==> config.mk <==
export PLATFORM = sky130hd
export DESIGN_NAME = syzygy_dac_arbiter_flat
export DESIGN_NICKNAME = d
export VERILOG_FILES = /design/src/rtl/syzygy_dac_arbiter_if.sv /design/src/rtl/syzygy_dac_arbiter.sv /design/src/flat_wrapper.sv
export SDC_FILE = /design/constraint.sdc
export NUM_CORES = 1
export LEC_CHECK = 0
export CAP_MARGIN = 20
export CORE_MARGIN = 1
export CORE_UTILIZATION = 37
export CTS_CLUSTER_SIZE = 40
export DETAILED_ROUTE_END_ITERATION = 16
export GPL_TIMING_DRIVEN = 0
export PLACE_DENSITY = 0.77
export SYNTH_ARGS = -nofsm -noshare
export SYNTH_HDL_FRONTEND = slang
export SYNTH_SLANG_ARGS = --single-unit
==> constraint.sdc <==
create_clock -name clk -period 1.95 [get_ports clk]
set_input_delay 0.39 -clock clk [delete_from_list [all_inputs] [get_ports clk]]
set_output_delay 0.39 -clock clk [all_outputs]
set_load 0.05 [all_outputs]
==> src/rtl/syzygy_dac_arbiter_if.sv <==
// Stream bundle between the two sample sources, the arbiter and the DAC PHY.
// slave  : arbiter side (takes enable/src*_valid/src*_i/src*_q, drives
//          src*_ready, data_i/data_q, grant, underflow_cnt).
// master : source / PHY side, the mirror image.
interface syzygy_dac_arbiter_if #(
    parameter int unsigned DATA_W = 12
);
    logic              enable;
    logic              src0_valid;
    logic              src0_ready;
    logic [DATA_W-1:0] src0_i;
    logic [DATA_W-1:0] src0_q;
    logic              src1_valid;
    logic              src1_ready;
    logic [DATA_W-1:0] src1_i;
    logic [DATA_W-1:0] src1_q;
    logic [DATA_W-1:0] data_i;
    logic [DATA_W-1:0] data_q;
    logic [1:0]        grant;
    logic [15:0]       underflow_cnt;

    modport slave (
        input  enable,
        input  src0_valid, src0_i, src0_q,
        input  src1_valid, src1_i, src1_q,
        output src0_ready, src1_ready,
        output data_i, data_q, grant, underflow_cnt
    );

    modport master (
        output enable,
        output src0_valid, src0_i, src0_q,
        output src1_valid, src1_i, src1_q,
        input  src0_ready, src1_ready,
        input  data_i, data_q, grant, underflow_cnt
    );
endinterface

==> src/rtl/syzygy_dac_arbiter.sv <==
// Round-robin burst arbiter sharing the DAC I/Q path between two sources.
// Ports: clk, reset_n (async, active-low), bus (syzygy_dac_arbiter_if.slave).
// Macro SYZYGY_DAC_ARB_STATS_EN enables the saturating underflow_cnt;
// without it underflow_cnt is tied to 0.
module syzygy_dac_arbiter #(
    parameter int unsigned       DATA_W    = 12,
    parameter int unsigned       BURST_LEN = 256,
    parameter int unsigned       GAP_MAX   = 8,
    parameter logic [DATA_W-1:0] IDLE_CODE = 12'h800
) (
    input logic                 clk,
    input logic                 reset_n,
    syzygy_dac_arbiter_if.slave bus
);
    localparam int unsigned BEAT_W = $clog2(BURST_LEN + 1);
    localparam int unsigned GAP_W  = $clog2(GAP_MAX + 1);
    localparam logic [BEAT_W-1:0] BEAT_LAST = BEAT_W'(BURST_LEN - 1);
    localparam logic [GAP_W-1:0]  GAP_LAST  = GAP_W'(GAP_MAX - 1);

    // Encoding doubles as the one-hot grant output.
    typedef enum logic [1:0] {
        IDLE   = 2'b00,
        GRANT0 = 2'b01,
        GRANT1 = 2'b10
    } state_e;

    state_e            state_q, state_d;
    logic [BEAT_W-1:0] beat_q, beat_d;
    logic [GAP_W-1:0]  gap_q, gap_d;
    logic              last_q, last_d;
    logic [DATA_W-1:0] dout_i_q, dout_i_d;
    logic [DATA_W-1:0] dout_q_q, dout_q_d;

    logic              own1;
    logic              rdy0;
    logic              rdy1;
    logic              accept;
    logic              rel;
    logic [DATA_W-1:0] sel_i;
    logic [DATA_W-1:0] sel_q;

    assign own1   = (state_q == GRANT1);
    assign rdy0   = (state_q == GRANT0) & bus.enable;
    assign rdy1   = own1 & bus.enable;
    assign accept = (rdy0 & bus.src0_valid) | (rdy1 & bus.src1_valid);
    assign sel_i  = own1 ? bus.src1_i : bus.src0_i;
    assign sel_q  = own1 ? bus.src1_q : bus.src0_q;

    always_comb begin
        state_d  = state_q;
        beat_d   = beat_q;
        gap_d    = gap_q;
        last_d   = last_q;
        dout_i_d = IDLE_CODE;
        dout_q_d = IDLE_CODE;
        rel      = 1'b0;
        case (state_q)
            IDLE: begin
                if (bus.enable && (bus.src0_valid || bus.src1_valid)) begin
                    // last_q=1 means src1 held the previous grant
                    if (bus.src0_valid && (!bus.src1_valid || last_q))
                        state_d = GRANT0;
                    else
                        state_d = GRANT1;
                end
            end
            GRANT0, GRANT1: begin
                if (!bus.enable) begin
                    rel = 1'b1;
                end else if (accept) begin
                    dout_i_d = sel_i;
                    dout_q_d = sel_q;
                    gap_d    = '0;
                    if (beat_q == BEAT_LAST) rel = 1'b1;
                    else beat_d = beat_q + 1'b1;
                end else begin
                    if (gap_q == GAP_LAST) rel = 1'b1;
                    else gap_d = gap_q + 1'b1;
                end
                if (rel) begin
                    state_d = IDLE;
                    beat_d  = '0;
                    gap_d   = '0;
                    last_d  = own1;
                end
            end
            default: state_d = IDLE;
        endcase
    end

    always_ff @(posedge clk or negedge reset_n) begin
        if (!reset_n) begin
            state_q  <= IDLE;
            beat_q   <= '0;
            gap_q    <= '0;
            last_q   <= 1'b1;
            dout_i_q <= IDLE_CODE;
            dout_q_q <= IDLE_CODE;
        end else begin
            state_q  <= state_d;
            beat_q   <= beat_d;
            gap_q    <= gap_d;
            last_q   <= last_d;
            dout_i_q <= dout_i_d;
            dout_q_q <= dout_q_d;
        end
    end

    assign bus.src0_ready = rdy0;
    assign bus.src1_ready = rdy1;
    assign bus.data_i     = dout_i_q;
    assign bus.data_q     = dout_q_q;
    assign bus.grant      = state_q;

`ifdef SYZYGY_DAC_ARB_STATS_EN
    logic [15:0] uf_q, uf_d;
    logic        starve;

    // Enable-low cycles are not starvation.
    assign starve = ((state_q == GRANT0) || (state_q == GRANT1))
                  & bus.enable & ~accept;

    always_comb begin
        uf_d = uf_q;
        if (starve && (uf_q != 16'hFFFF)) uf_d = uf_q + 16'd1;
    end

    always_ff @(posedge clk or negedge reset_n) begin
        if (!reset_n) uf_q <= '0;
        else          uf_q <= uf_d;
    end

    assign bus.underflow_cnt = uf_q;
`else
    assign bus.underflow_cnt = 16'd0;
`endif
endmodule
==> src/flat_wrapper.sv <==
// flat-port wrapper written by rule: the top's interface ports become plain ports
module syzygy_dac_arbiter_flat 
#(
    parameter int unsigned       DATA_W    = 12,
    parameter int unsigned       BURST_LEN = 256,
    parameter int unsigned       GAP_MAX   = 8,
    parameter logic [DATA_W-1:0] IDLE_CODE = 12'h800
)
  (clk, reset_n, bus_enable, bus_src0_valid, bus_src0_i, bus_src0_q, bus_src1_valid, bus_src1_i, bus_src1_q, bus_src0_ready, bus_src1_ready, bus_data_i, bus_data_q, bus_grant, bus_underflow_cnt);
  syzygy_dac_arbiter_if #(.DATA_W(DATA_W)) bus_i ();
  input logic clk;
  input logic reset_n;
  input wire logic [$bits(bus_i.enable)-1:0] bus_enable;
  input wire logic [$bits(bus_i.src0_valid)-1:0] bus_src0_valid;
  input wire logic [$bits(bus_i.src0_i)-1:0] bus_src0_i;
  input wire logic [$bits(bus_i.src0_q)-1:0] bus_src0_q;
  input wire logic [$bits(bus_i.src1_valid)-1:0] bus_src1_valid;
  input wire logic [$bits(bus_i.src1_i)-1:0] bus_src1_i;
  input wire logic [$bits(bus_i.src1_q)-1:0] bus_src1_q;
  output wire logic [$bits(bus_i.src0_ready)-1:0] bus_src0_ready;
  output wire logic [$bits(bus_i.src1_ready)-1:0] bus_src1_ready;
  output wire logic [$bits(bus_i.data_i)-1:0] bus_data_i;
  output wire logic [$bits(bus_i.data_q)-1:0] bus_data_q;
  output wire logic [$bits(bus_i.grant)-1:0] bus_grant;
  output wire logic [$bits(bus_i.underflow_cnt)-1:0] bus_underflow_cnt;
  assign bus_i.enable = bus_enable;
  assign bus_i.src0_valid = bus_src0_valid;
  assign bus_i.src0_i = bus_src0_i;
  assign bus_i.src0_q = bus_src0_q;
  assign bus_i.src1_valid = bus_src1_valid;
  assign bus_i.src1_i = bus_src1_i;
  assign bus_i.src1_q = bus_src1_q;
  assign bus_src0_ready = bus_i.src0_ready;
  assign bus_src1_ready = bus_i.src1_ready;
  assign bus_data_i = bus_i.data_i;
  assign bus_data_q = bus_i.data_q;
  assign bus_grant = bus_i.grant;
  assign bus_underflow_cnt = bus_i.underflow_cnt;
  syzygy_dac_arbiter #(.DATA_W(DATA_W), .BURST_LEN(BURST_LEN), .GAP_MAX(GAP_MAX), .IDLE_CODE(IDLE_CODE)) u_core (.clk(clk), .reset_n(reset_n), .bus(bus_i));
endmodule
# Word level (Yosys, flattened, before mapping)
# Index checks and enable logic that the tools add are counted.
# W data, S select, Z words.
# word_totals
register_bits	40
input_bits	53
out_inout_bits	44
word_cells	59
# op_classes
n_addsub	2
eq_ne	8
muxes	25
n_bitwise	5
reduce_logical	13
# ops
op	n
$mux W12	8
$mux W9	4
$mux W4	4
$add A9 B1 Y9 const B	1
$eq A9 B8 Y1 const B	1
$mux W2	3
$mux W1	5
$add A4 B1 Y4 const B	1
$and A1 B1 Y1	4
$eq A4 B3 Y1 const B	1
$ne A2 B1 Y1 const B	2
$pmux W2 S2	1
$reduce_and A2 Y1	2
$reduce_and A4 Y1	1
$reduce_bool A2 Y1	2
$ne A3 B2 Y1 const B	1
$reduce_and A3 Y1	1
$eq A2 B1 Y1 const B	1
$eq A2 B2 Y1 const B	1
$logic_and A1 B1 Y1	2
$logic_not A2 Y1	1
$logic_or A1 B1 Y1	2
$ne A2 B2 Y1 const B	1
$reduce_or A2 Y1	1
2 further kinds	2

# Logic depth before layout (Yosys ltp)
# Gate-level depths: netlist of the first run.
# depth
ltp_word	9
depth_mapped	8

# Worst setup path before layout of the first run
# OpenSTA, ideal clock, no wires.
# synth_timing
kind	reg2out
from	register u_core.state_q[0], in the netlist u_core.bus.grant[0]
to	output port bus_src1_ready
t_arrival_ns	1.838
t_required_ns	1.560
path_slack_ns	-0.278
path_stages_with_launch	6
path_cell_list	dfrtp_1 inv_1 ha_1 buf_2 buf_2 and2_1
# synth_between
elab_chain_cells	2
# synth_rtl
element	line_no	text
start: declaration	syzygy_dac_arbiter.sv:27	state_e state_q, state_d;
start signal: assignment	syzygy_dac_arbiter.sv:100	state_q <= state_d;
$eq A2 B2 Y1	syzygy_dac_arbiter.sv:42	assign own1 = (state_q == GRANT1);
via u_core.own1	syzygy_dac_arbiter.sv:34	logic own1;
$and A1 B1 Y1	syzygy_dac_arbiter.sv:44	assign rdy1 = own1 & bus.enable;
end: declaration	flat_wrapper.sv:21	output wire logic [$bits(bus_i.src1_ready)-1:0] bus_src1_ready;
# The timed path passes the listed nets, and every way through them passes these cells.

# Worst setup path after layout of the first run
# layout_timing
from	register u_core.beat_q[1]
to	register u_core.last_q
# layout_between
elab_chain_cells	6
# layout_rtl
element	line_no	text
start: declaration	syzygy_dac_arbiter.sv:28	logic [BEAT_W-1:0] beat_q, beat_d;
start signal: assignment	syzygy_dac_arbiter.sv:101	beat_q <= beat_d;
$eq A9 B8 Y1	syzygy_dac_arbiter.sv:74	if (beat_q == BEAT_LAST) rel = 1'b1;
$mux W1	syzygy_dac_arbiter.sv:74	
$mux W1	syzygy_dac_arbiter.sv:70	end else if (accept) begin
$mux W1	syzygy_dac_arbiter.sv:68	if (!bus.enable) begin
$mux W1	syzygy_dac_arbiter.sv:57	case (state_q)
$reduce_and A2 Y1 (no line)	n/a	
end signal: assignment	syzygy_dac_arbiter.sv:103	last_q <= last_d;
end: declaration	syzygy_dac_arbiter.sv:30	logic last_q, last_d;
# No other way between the ends. The select of a mux whose other input is x is not followed.
# A chain may end at the register's enable or synchronous reset.

==> results of run 1 <==
-- cell families after synthesis --
logic type | after synthesis | synth area share (%)
simple gates | 57 | 13.4
other cells | 1 | 0.184
compound gates | 24 | 9.55
flops | 40 | 49.2
mux | 29 | 15.0
fa+ha+maj | 6 | 3.67
buf+inv | 30 | 9.06
-- stage by stage --
| step | power (uW) | setup slack, ns | TNS [ns] |
|---|---|---|---|
| floorplan | 2160 | 0.00752 | 0 |
| global placement | 2560 | -0.731 | -21.51 |
| detailed placement | 2600 | -0.734 | -2.99 |
| CTS | 3260 | 0.0412 | 0 |
| global route | 3410 | -0.0304 | -0.0352 |
| finish | 3230 | 0.0530 | 0 |
-- how the worst max path moves through the flow --
stage / endpoint / slack, ns
after global placement: bus_src1_ready / -0.73
after global routing: u_core.last_q$_DFFE_PN1P_ / -0.03
after detailed placement: bus_src1_ready / -0.73
after floorplan: u_core.beat_q[6]$_DFFE_PN0P_ / 0.008
final: u_core.last_q$_DFFE_PN1P_ / 0.05
after CTS: bus_src0_ready / 0.04
-- synth_stat cells, types with 3 or more instances --
cell / number / area, um2
a21oi_1: 3 / 15.0
nand2_1: 9 / 33.8
nor2_1: 27 / 101
nand3_1: 4 / 20.0
inv_1: 7 / 26.3
a22o_1: 3 / 26.3
mux2_2: 3 / 33.8
buf_2: 4 / 20.0
dfstp_2: 3 / 78.8
ha_1: 6 / 75.1
o21ai_0: 6 / 30.0
dfrtp_1: 37 / 926
nor3_1: 3 / 15.0
buf_4: 16 / 120
mux2i_1: 25 / 250
-- sequential cells by signal, indices dropped and copies added (netlist names) --
name	cells
u_core.beat_q	9
u_core.bus.data_i	12
u_core.bus.data_q	12
u_core.bus.grant	2
u_core.gap_q	4
u_core.last_q	1
-- critical path, stage by stage (launching register included) --
cell and delay [ns]:
dfrtp_1 0.38, ha_2 0.20, nand3_2 0.09, or2_4 0.26, nor2_4 0.11, ha_4 0.16, mux2i_4 0.09, a21oi_4 0.22
mux2_4 0.32
-- area by class of cell --
class,count,area (um2),area share [%]
Timing Repair Buffer,86,832,26.2
Multi-Input combinational cell,132,971,30.6
Clock buffer,8,90.1,2.84
Inverter,7,26.3,0.828
Buffer,22,160,5.05
Tap cell,70,87.6,2.76
Sequential cell,40,1010,31.7
-- metal layers --
metal / GRT usage, % / wire length [um] / up-vias
met1: 18.4 / 1730 / 783
met5: 0 / 0 / -
met2: 28.6 / 2250 / 79
li1: - / - / 825
met3: 6.83 / 481 / 5
met4: 5.58 / 51 / 0
-- report_power, final --
part | internal, uW | leakage [uW] | switching, uW
Sequential | 954 | 0.000539 | 63.6
Clock | 288 | 0.0000455 | 268
Combinational | 714 | 0.000842 | 940
Total | 1960 | 0.00143 | 1270
-- what timing repair did --
action                     4_1_cts  5_1_grt
setup endpoints to repair       12        6
hold endpoints to repair         0        0
pin swaps                        4        3
buffers inserted                 6        1
hold buffers                     0        0
resized for setup               24        3
==> impl_metrics.toml, run 1 <==
[clocking]
clockBufferDepth = 2
numCtsBuffers = 5
cts_num_sinks = 40
cts_max_level = 2
clkTransAtPathRegs_ns = 0.07
cts_tree = "yes"
clk_latency_ns = 0.29
clockRootBuffer = "clkbuf_8"

[drt]
num_vias = 1692
wl_per_cell_um = 12.4
routed_wl_um = 4510
drt_iter0_drc = 117
drc = 0
vias_per_cell = 4.64
antenna_left = 0
drtPass1Iterations = 4

[sta]
worst_hold_slack_ns = 0.216
slew_viol_final = 0
slew_headroom_pct = 41.9
skew_ns = 0.00275
worst-slew-pin-transition_ns = 0.872
min_period_over_period_pct = 97.3
fmax_ghz = 0.527
hold_viol = 0
layout_min_cycle_time_ns = 1.90
rsz0062_at_grt = "true"
final-setup-viol-count = 0

[place]
dp_cells = 351
place_area_mm2 = 0.00299
io_buffers = 79
hpwlAfterDp_um = 3330
gp_congestion = 0.779

[pwr]
leakagePower_uw = 0.00143
ir_worst_vdd_uv = 544
p_per_area_mw_per_mm2 = 1020

[critical_path]
r2r_cells = 8
arrival_ns = 2.12
required_ns = 2.17
endpoint_kind = "flop"
r2r_start = "u_core.beat_q[1]$_DFFE_PN0P_"
reg2reg_to = "u_core.last_q$_DFFE_PN1P_"
reg2reg_slack_ns = 0.05
path_class = "flop to flop"
startpoint = "u_core.beat_q[1]$_DFFE_PN0P_"
path_max_fanout = 5
start_kind = "flop"

[finish]
nets = 353
final_cell_area_mm2 = 0.00317
final_cells = 365
area_delta_synth_final_pct = 55.4
layout-drive-gt1-share_pct = 21.0
nFillCells = 444
diodes = 0
final_cell_mix = "clkdlybuf4s50_1 (74), dfrtp_1 (35), nor2_1 (26)"
finish.utilization_pct = 61.0
final_common_cell = "clkdlybuf4s50_1"

[run_status]
status = "completed"

[synth]
syn_area_per_cell_um2 = 10.9
ys_warn_count = 0
async_flop_share_pct = 100
ys_types = 42
synth_area_mm2 = 0.00204
ys_ff_latch = 40
synth_edf_count = 0
yosysSeqAreaShare_pct = 49.2
syn_inst = 187
synthFlopType = "dfrtp_1"

[floorplanning]
dieArea_mm2 = 0.00582
pin_count = 97
die_h_um = 76.3
core_mm2 = 0.00520
die_w_um = 76.3
start_util_pct = 39.3
rows = 26

[job]
maxCapViolCount = 0

[global_route]
antenna_found_initial = 0
grt_pass1_vias = 1756
grt_pass1_wl_um = 7670
grt.overflow.total = 0
track_usage_pct = 16.6
grt_max_degree = 41

[min_path]
worstHoldPathType = "input pin to asynchronous set/reset pin"
Note: power is estimated with default switching activity, not from simulation.
==> inputs of run 2 (changes only) <==
--- a/config.mk
+++ b/config.mk
@@ -5,13 +5,13 @@
 export SDC_FILE = /design/constraint.sdc
 export NUM_CORES = 1
 export LEC_CHECK = 0
-export CAP_MARGIN = 20
 export CORE_MARGIN = 1
 export CORE_UTILIZATION = 37
 export CTS_CLUSTER_SIZE = 40
 export DETAILED_ROUTE_END_ITERATION = 16
 export GPL_TIMING_DRIVEN = 0
 export PLACE_DENSITY = 0.77
+export SLEW_MARGIN = 20
 export SYNTH_ARGS = -nofsm -noshare
 export SYNTH_HDL_FRONTEND = slang
 export SYNTH_SLANG_ARGS = --single-unit
==> run 2 against run 1 <==
Net effect: first-iteration DRC count decreased by 66%; clock-buffer cell count unchanged; global-route usage increased by 0.14 points; cell count grew 1.1%; critical endpoint unchanged; clock skew rose by 0.0029 ns; highest routed layer unchanged; flip-flop and latch count stayed put.
==> impl_metrics.toml, run 2 (synthesis results as in run 1) <==
[pwr]
ir_worst_vdd_uv = 585
leakagePower_uw = 0.00146
p_per_area_mw_per_mm2 = 1020

[finish]
layout-drive-gt1-share_pct = 22.1
area_delta_synth_final_pct = 59.2
nets = 357
diodes = 0
final_common_cell = "clkdlybuf4s50_1"
final_cell_mix = "clkdlybuf4s50_1 (74), dfrtp_1 (35), nor2_1 (26)"

[drt]
vias_per_cell = 4.62
drt_iter0_drc = 40
routed_wl_um = 4600
drtPass1Iterations = 4
drc = 0
wl_per_cell_um = 12.5
antenna_left = 0
num_vias = 1703

[critical_path]
required_ns = 2.17
reg2reg_slack_ns = 0.05
r2r_start = "u_core.beat_q[1]$_DFFE_PN0P_"
path_buf_inv = 0
r2r_cells = 8
slowest_delay_ns = 0.37
endpoint_kind = "flop"
crit_chain = "ha_2 > nand3_2 > or2_4 > nor2_4 > ha_4 > mux2i_4 > a21oi_4 > mux2_4"
path_class = "flop to flop"
reg2reg_to = "u_core.last_q$_DFFE_PN1P_"
crit_family = "simple AND/OR/NAND/NOR gates"
crit_path_top_delay_cell = "dfrtp_1"
arrival_ns = 2.13
start_kind = "flop"
path_max_fanout = 5

[clocking]
cts_num_sinks = 40
cts_tree = "yes"
numCtsBuffers = 5
clkTransAtPathRegs_ns = 0.07
clockBufferDepth = 2
postCtsHoldBufs = 0
clockRootBuffer = "clkbuf_8"
clk_latency_ns = 0.29
cts_max_level = 2

[place]
hpwlAfterDp_um = 3430
pre_cts_slack_ns = -0.745
gp_congestion = 0.779
io_buffers = 79

[floorplanning]
start_util_pct = 39.3
rows = 26
dieArea_mm2 = 0.00582
die_h_um = 76.3
die_w_um = 76.3
core_mm2 = 0.00520
pin_count = 97

[sta]
worst-slew-pin-transition_ns = 0.541
slew_headroom_pct = 63.8
min_period_over_period_pct = 97.6
fmax_ghz = 0.525
rsz0062_at_grt = "true"
setup_slack_ns = 0.0461
final-setup-viol-count = 0
skew_ns = 0.00567
tns_ns = 0
worst_hold_slack_ns = 0.0705
hold_viol = 0
slew_viol_final = 0
layout_min_cycle_time_ns = 1.90

[global_route]
antenna_found_initial = 0
grt_pass1_wl_um = 7720
grt_max_degree = 23
grt_pass1_vias = 1763
track_usage_pct = 16.7
grt.overflow.total = 0

[job]
maxCapViolCount = 0

[min_path]
worstHoldPathType = "input pin to asynchronous set/reset pin"

[run_status]
status = "completed"
-- run 2: changes by cell type in the layout (fill, tap and decap cells not counted), sizes merged --
cell / delta
buf: +4
-- run 2: cell type report --
| cell class | count | area [um2] |
|---|---|---|
| Clock buffer | 8 | 90.1 |
| Timing Repair Buffer | 89 | 878 |
| Fill cell | 429 | 1950 |
| Buffer | 23 | 189 |
| Sequential cell | 40 | 1010 |
| Tap cell | 70 | 87.6 |
| Inverter | 7 | 28.8 |
| Multi-Input combinational cell | 132 | 971 |
-- run 2: layer usage --
metal | share of wire [%] | track usage (%)
met1 | 39 | 18.2
met2 | 49 | 29.3
met3 | 9.7 | 6.35
met4 | 1.8 | 6.54
met5 | 0 | 0
-- run 2: power breakdown --
group | leakage [uW] | switching [uW] | internal [uW]
clock | 0.0000455 | 267 | 288
combinational | 0.000876 | 955 | 792
sequential | 0.000539 | 63.7 | 955
-- run 2: worst max-delay path by stage --
stage | from | end | slack (ns) | cells after the start
floorplan | u_core.beat_q[0]$_DFFE_PN0P_ | u_core.beat_q[6]$_DFFE_PN0P_ | 0.008 | 8
global placement | u_core.bus.grant[0]$_DFFE_PN0P_ | bus_src1_ready | -0.73 | 6
detailed placement | u_core.bus.grant[0]$_DFFE_PN0P_ | bus_src1_ready | -0.74 | 6
CTS | u_core.bus.grant[0]$_DFFE_PN0P_ | bus_src1_ready | 0.009 | 6
global route | u_core.beat_q[1]$_DFFE_PN0P_ | u_core.last_q$_DFFE_PN1P_ | -0.03 | 8
finish | u_core.beat_q[1]$_DFFE_PN0P_ | u_core.last_q$_DFFE_PN1P_ | 0.05 | 8
-- run 2: what timing repair did --
item	4_1_cts	5_1_grt
gates resized for setup	28	5
pin swaps	4	5
setup buffers	5	4
setup endpoints to repair	12	6
-- run 2: worst register-to-register path: stages (launching register included) --
cell and delay (ns):
dfrtp_1 0.37, ha_2 0.20, nand3_2 0.09, or2_4 0.26
nor2_4 0.13, ha_4 0.16, mux2i_4 0.09, a21oi_4 0.22
mux2_4 0.32
-- run 2: per-stage QoR --
| stage | total power, uW | util [%] | cell area, um2 | instances |
|---|---|---|---|---|
| 2_1_floorplan | 2160 | - | 2120 | 202 |
| 3_3_place_gp | 2560 | 57.6 | 3000 | 351 |
| 3_5_place_dp | 2600 | 58.1 | 3020 | 352 |
| 4_1_cts | 3300 | 61.8 | 3220 | 365 |
| 5_1_grt | 3490 | 62.5 | 3250 | 369 |
| 6_report | 3320 | 62.5 | 3250 | 369 |
==> inputs of run 3 (changes only) <==
--- a/config.mk
+++ b/config.mk
@@ -5,12 +5,13 @@
 export SDC_FILE = /design/constraint.sdc
 export NUM_CORES = 1
 export LEC_CHECK = 0
+export CAP_MARGIN = 20
 export CORE_MARGIN = 1
-export CORE_UTILIZATION = 37
+export CORE_UTILIZATION = 35
 export CTS_CLUSTER_SIZE = 40
 export DETAILED_ROUTE_END_ITERATION = 16
 export GPL_TIMING_DRIVEN = 0
-export PLACE_DENSITY = 0.77
+export PLACE_DENSITY = 0.73
 export SLEW_MARGIN = 20
 export SYNTH_ARGS = -nofsm -noshare
 export SYNTH_HDL_FRONTEND = slang
==> run 3 against run 2 <==
Net effect: hold slack got worse by 0.0045 ns; core utilization fell by 4.9 points; die area rose by 5.6%; power fell by 2.1%; non-clock buffer count fell by 3.
==> impl_metrics.toml, run 3 (synthesis results as in run 1) <==
[run_status]
status = "completed"

[place]
io_buffers = 79
hpwlAfterDp_um = 3530
pre_cts_slack_ns = -0.752
gp_congestion = 0.711
place_area_mm2 = 0.00302

[drt]
drtPass1Iterations = 4
wl_per_cell_um = 12.5
drt_iter0_drc = 54
num_vias = 1682
routed_wl_um = 4580
vias_per_cell = 4.57
antenna_left = 0
drc = 0

[finish]
multi_input_area_um2 = 971
area_delta_synth_final_pct = 57.2
final_common_cell = "clkdlybuf4s50_1"
diodes = 0
layout-drive-gt1-share_pct = 22.0
nets = 354
nFillCells = 479
final_cell_area_mm2 = 0.00321
final_cell_mix = "clkdlybuf4s50_1 (74), dfrtp_1 (35), nor2_1 (26)"
regArea_mm2 = 0.00101

[clocking]
cts_num_sinks = 40
clockBufferDepth = 2
cts_max_level = 2
clk_latency_ns = 0.29
clkTransAtPathRegs_ns = 0.08
clockRootBuffer = "clkbuf_8"
numCtsBuffers = 5
cts_tree = "yes"

[sta]
slew_viol_final = 0
setup_slack_ns = 0.0578
final-setup-viol-count = 0
hold_viol = 0
fmax_ghz = 0.528
rsz0062_at_grt = "true"
skew_ns = 0.00370
slew_headroom_pct = 64.5
worst-slew-pin-transition_ns = 0.531
layout_min_cycle_time_ns = 1.89
min_period_over_period_pct = 97.0

[job]
maxCapViolCount = 0

[min_path]
worstHoldPathType = "input pin to asynchronous set/reset pin"

[global_route]
track_usage_pct = 16.4
antenna_found_initial = 0
grt_pass1_vias = 1655
grt_max_degree = 22
grt_pass1_wl_um = 7600
grt.overflow.total = 0

[critical_path]
arrival_ns = 1.50
required_ns = 1.56
crit_family = "buffers and inverters"
crit_path_top_delay_cell = "clkdlybuf4s50_1"
start_kind = "flop"
path_class = "flop to output port"
path_buf_inv = 1
path_max_fanout = 3
endpoint_kind = "output port"
crit_chain = "clkdlybuf4s50_1"
slowest_delay_ns = 0.82

[pwr]
power_uw = 3250
p_sw_share_pct = 39.6
p_int_uw = 1960
pwr-share-seq_pct = 31.2
p_sw_uw = 1290
leakagePower_uw = 0.00144
ir_worst_vdd_uv = 498
p_comb_share_pct = 51.1
p_clk_share_pct = 17.7
p_per_area_mw_per_mm2 = 1010

[floorplanning]
rows = 27
die_w_um = 78.4
dieArea_mm2 = 0.00615
die_h_um = 78.4
pin_count = 97
start_util_pct = 36.7
core_mm2 = 0.00557
-- run 3: worst paths after layout --
path / start / end / slack, ns / cells after the start
max: u_core.bus.grant[1]$_DFFE_PN0P_ / bus_grant[1] / 0.06 / 1
min: reset_n / u_core.bus.data_i[2]$_DFF_PN0_ / 0.07 / 1
max reg2reg: u_core.beat_q[1]$_DFFE_PN0P_ / u_core.last_q$_DFFE_PN1P_ / 0.08 / 8
min reg2reg: u_core.beat_q[8]$_DFFE_PN0P_ / u_core.beat_q[8]$_DFFE_PN0P_ / 0.51 / 2
max in group asynchronous: reset_n / u_core.bus.data_q[11]$_DFF_PN1_ / 1.32 / 2
min in group clk: u_core.beat_q[8]$_DFFE_PN0P_ / u_core.beat_q[8]$_DFFE_PN0P_ / 0.51 / 2
-- run 3: area by class of cell --
class | count | share of cell area [%]
Buffer | 22 | 4.99
Clock buffer | 6 | 2.57
Clock inverter | 2 | 0.467
Inverter | 7 | 0.818
Multi-Input combinational cell | 132 | 30.2
Sequential cell | 40 | 31.4
Tap cell | 72 | 2.80
Timing Repair Buffer | 87 | 26.8
-- run 3: metal layers --
metal / global-route usage, % / part of all wire [%] / vias up
met5: 0 / 0 / -
met4: 6.11 / 1.0 / 0
met3: 7.44 / 10 / 4
met2: 29.0 / 51 / 66
met1: 16.8 / 37 / 792
li1: - / - / 820
-- run 3: power by group through the flow --
stage / Combinational, uW / Sequential [uW] / Clock [uW]
after detailed placement: 1570 / 1030 / 0
after floorplan: 883 / 1280 / 0
final: 1660 / 1010 / 574
after CTS: 1690 / 1020 / 595
after global routing: 1780 / 1030 / 625
after global placement: 1550 / 1030 / 0
-- run 3: what timing repair did --
item	CTS	global route
setup buffers	7	0
endpoints found under the setup margin	11	13
hold buffers	0	0
pin swaps	5	2
resized for setup	21	6
-- run 3: per-stage QoR --
stage	setup TNS, ns	hold slack [ns]	instances	utilization (%)
final	0	0.0660	368	57.6
after global routing	-0.0585	0.0940	368	57.6
after CTS	0	0.0661	369	57.5
after detailed placement	-3.01	0.385	354	54.3
after global placement	-22.49	0.463	353	53.8
after floorplan	0	0.0944	202	-
-- run 3: worst register-to-register path, stage by stage, from the launching register on --
cell	delay (ns)
dfrtp_1	0.37
ha_2	0.20
nand3_2	0.10
or2_4	0.28
nor2_4	0.11
ha_4	0.15
mux2i_4	0.09
a21oi_4	0.20
mux2_4	0.32
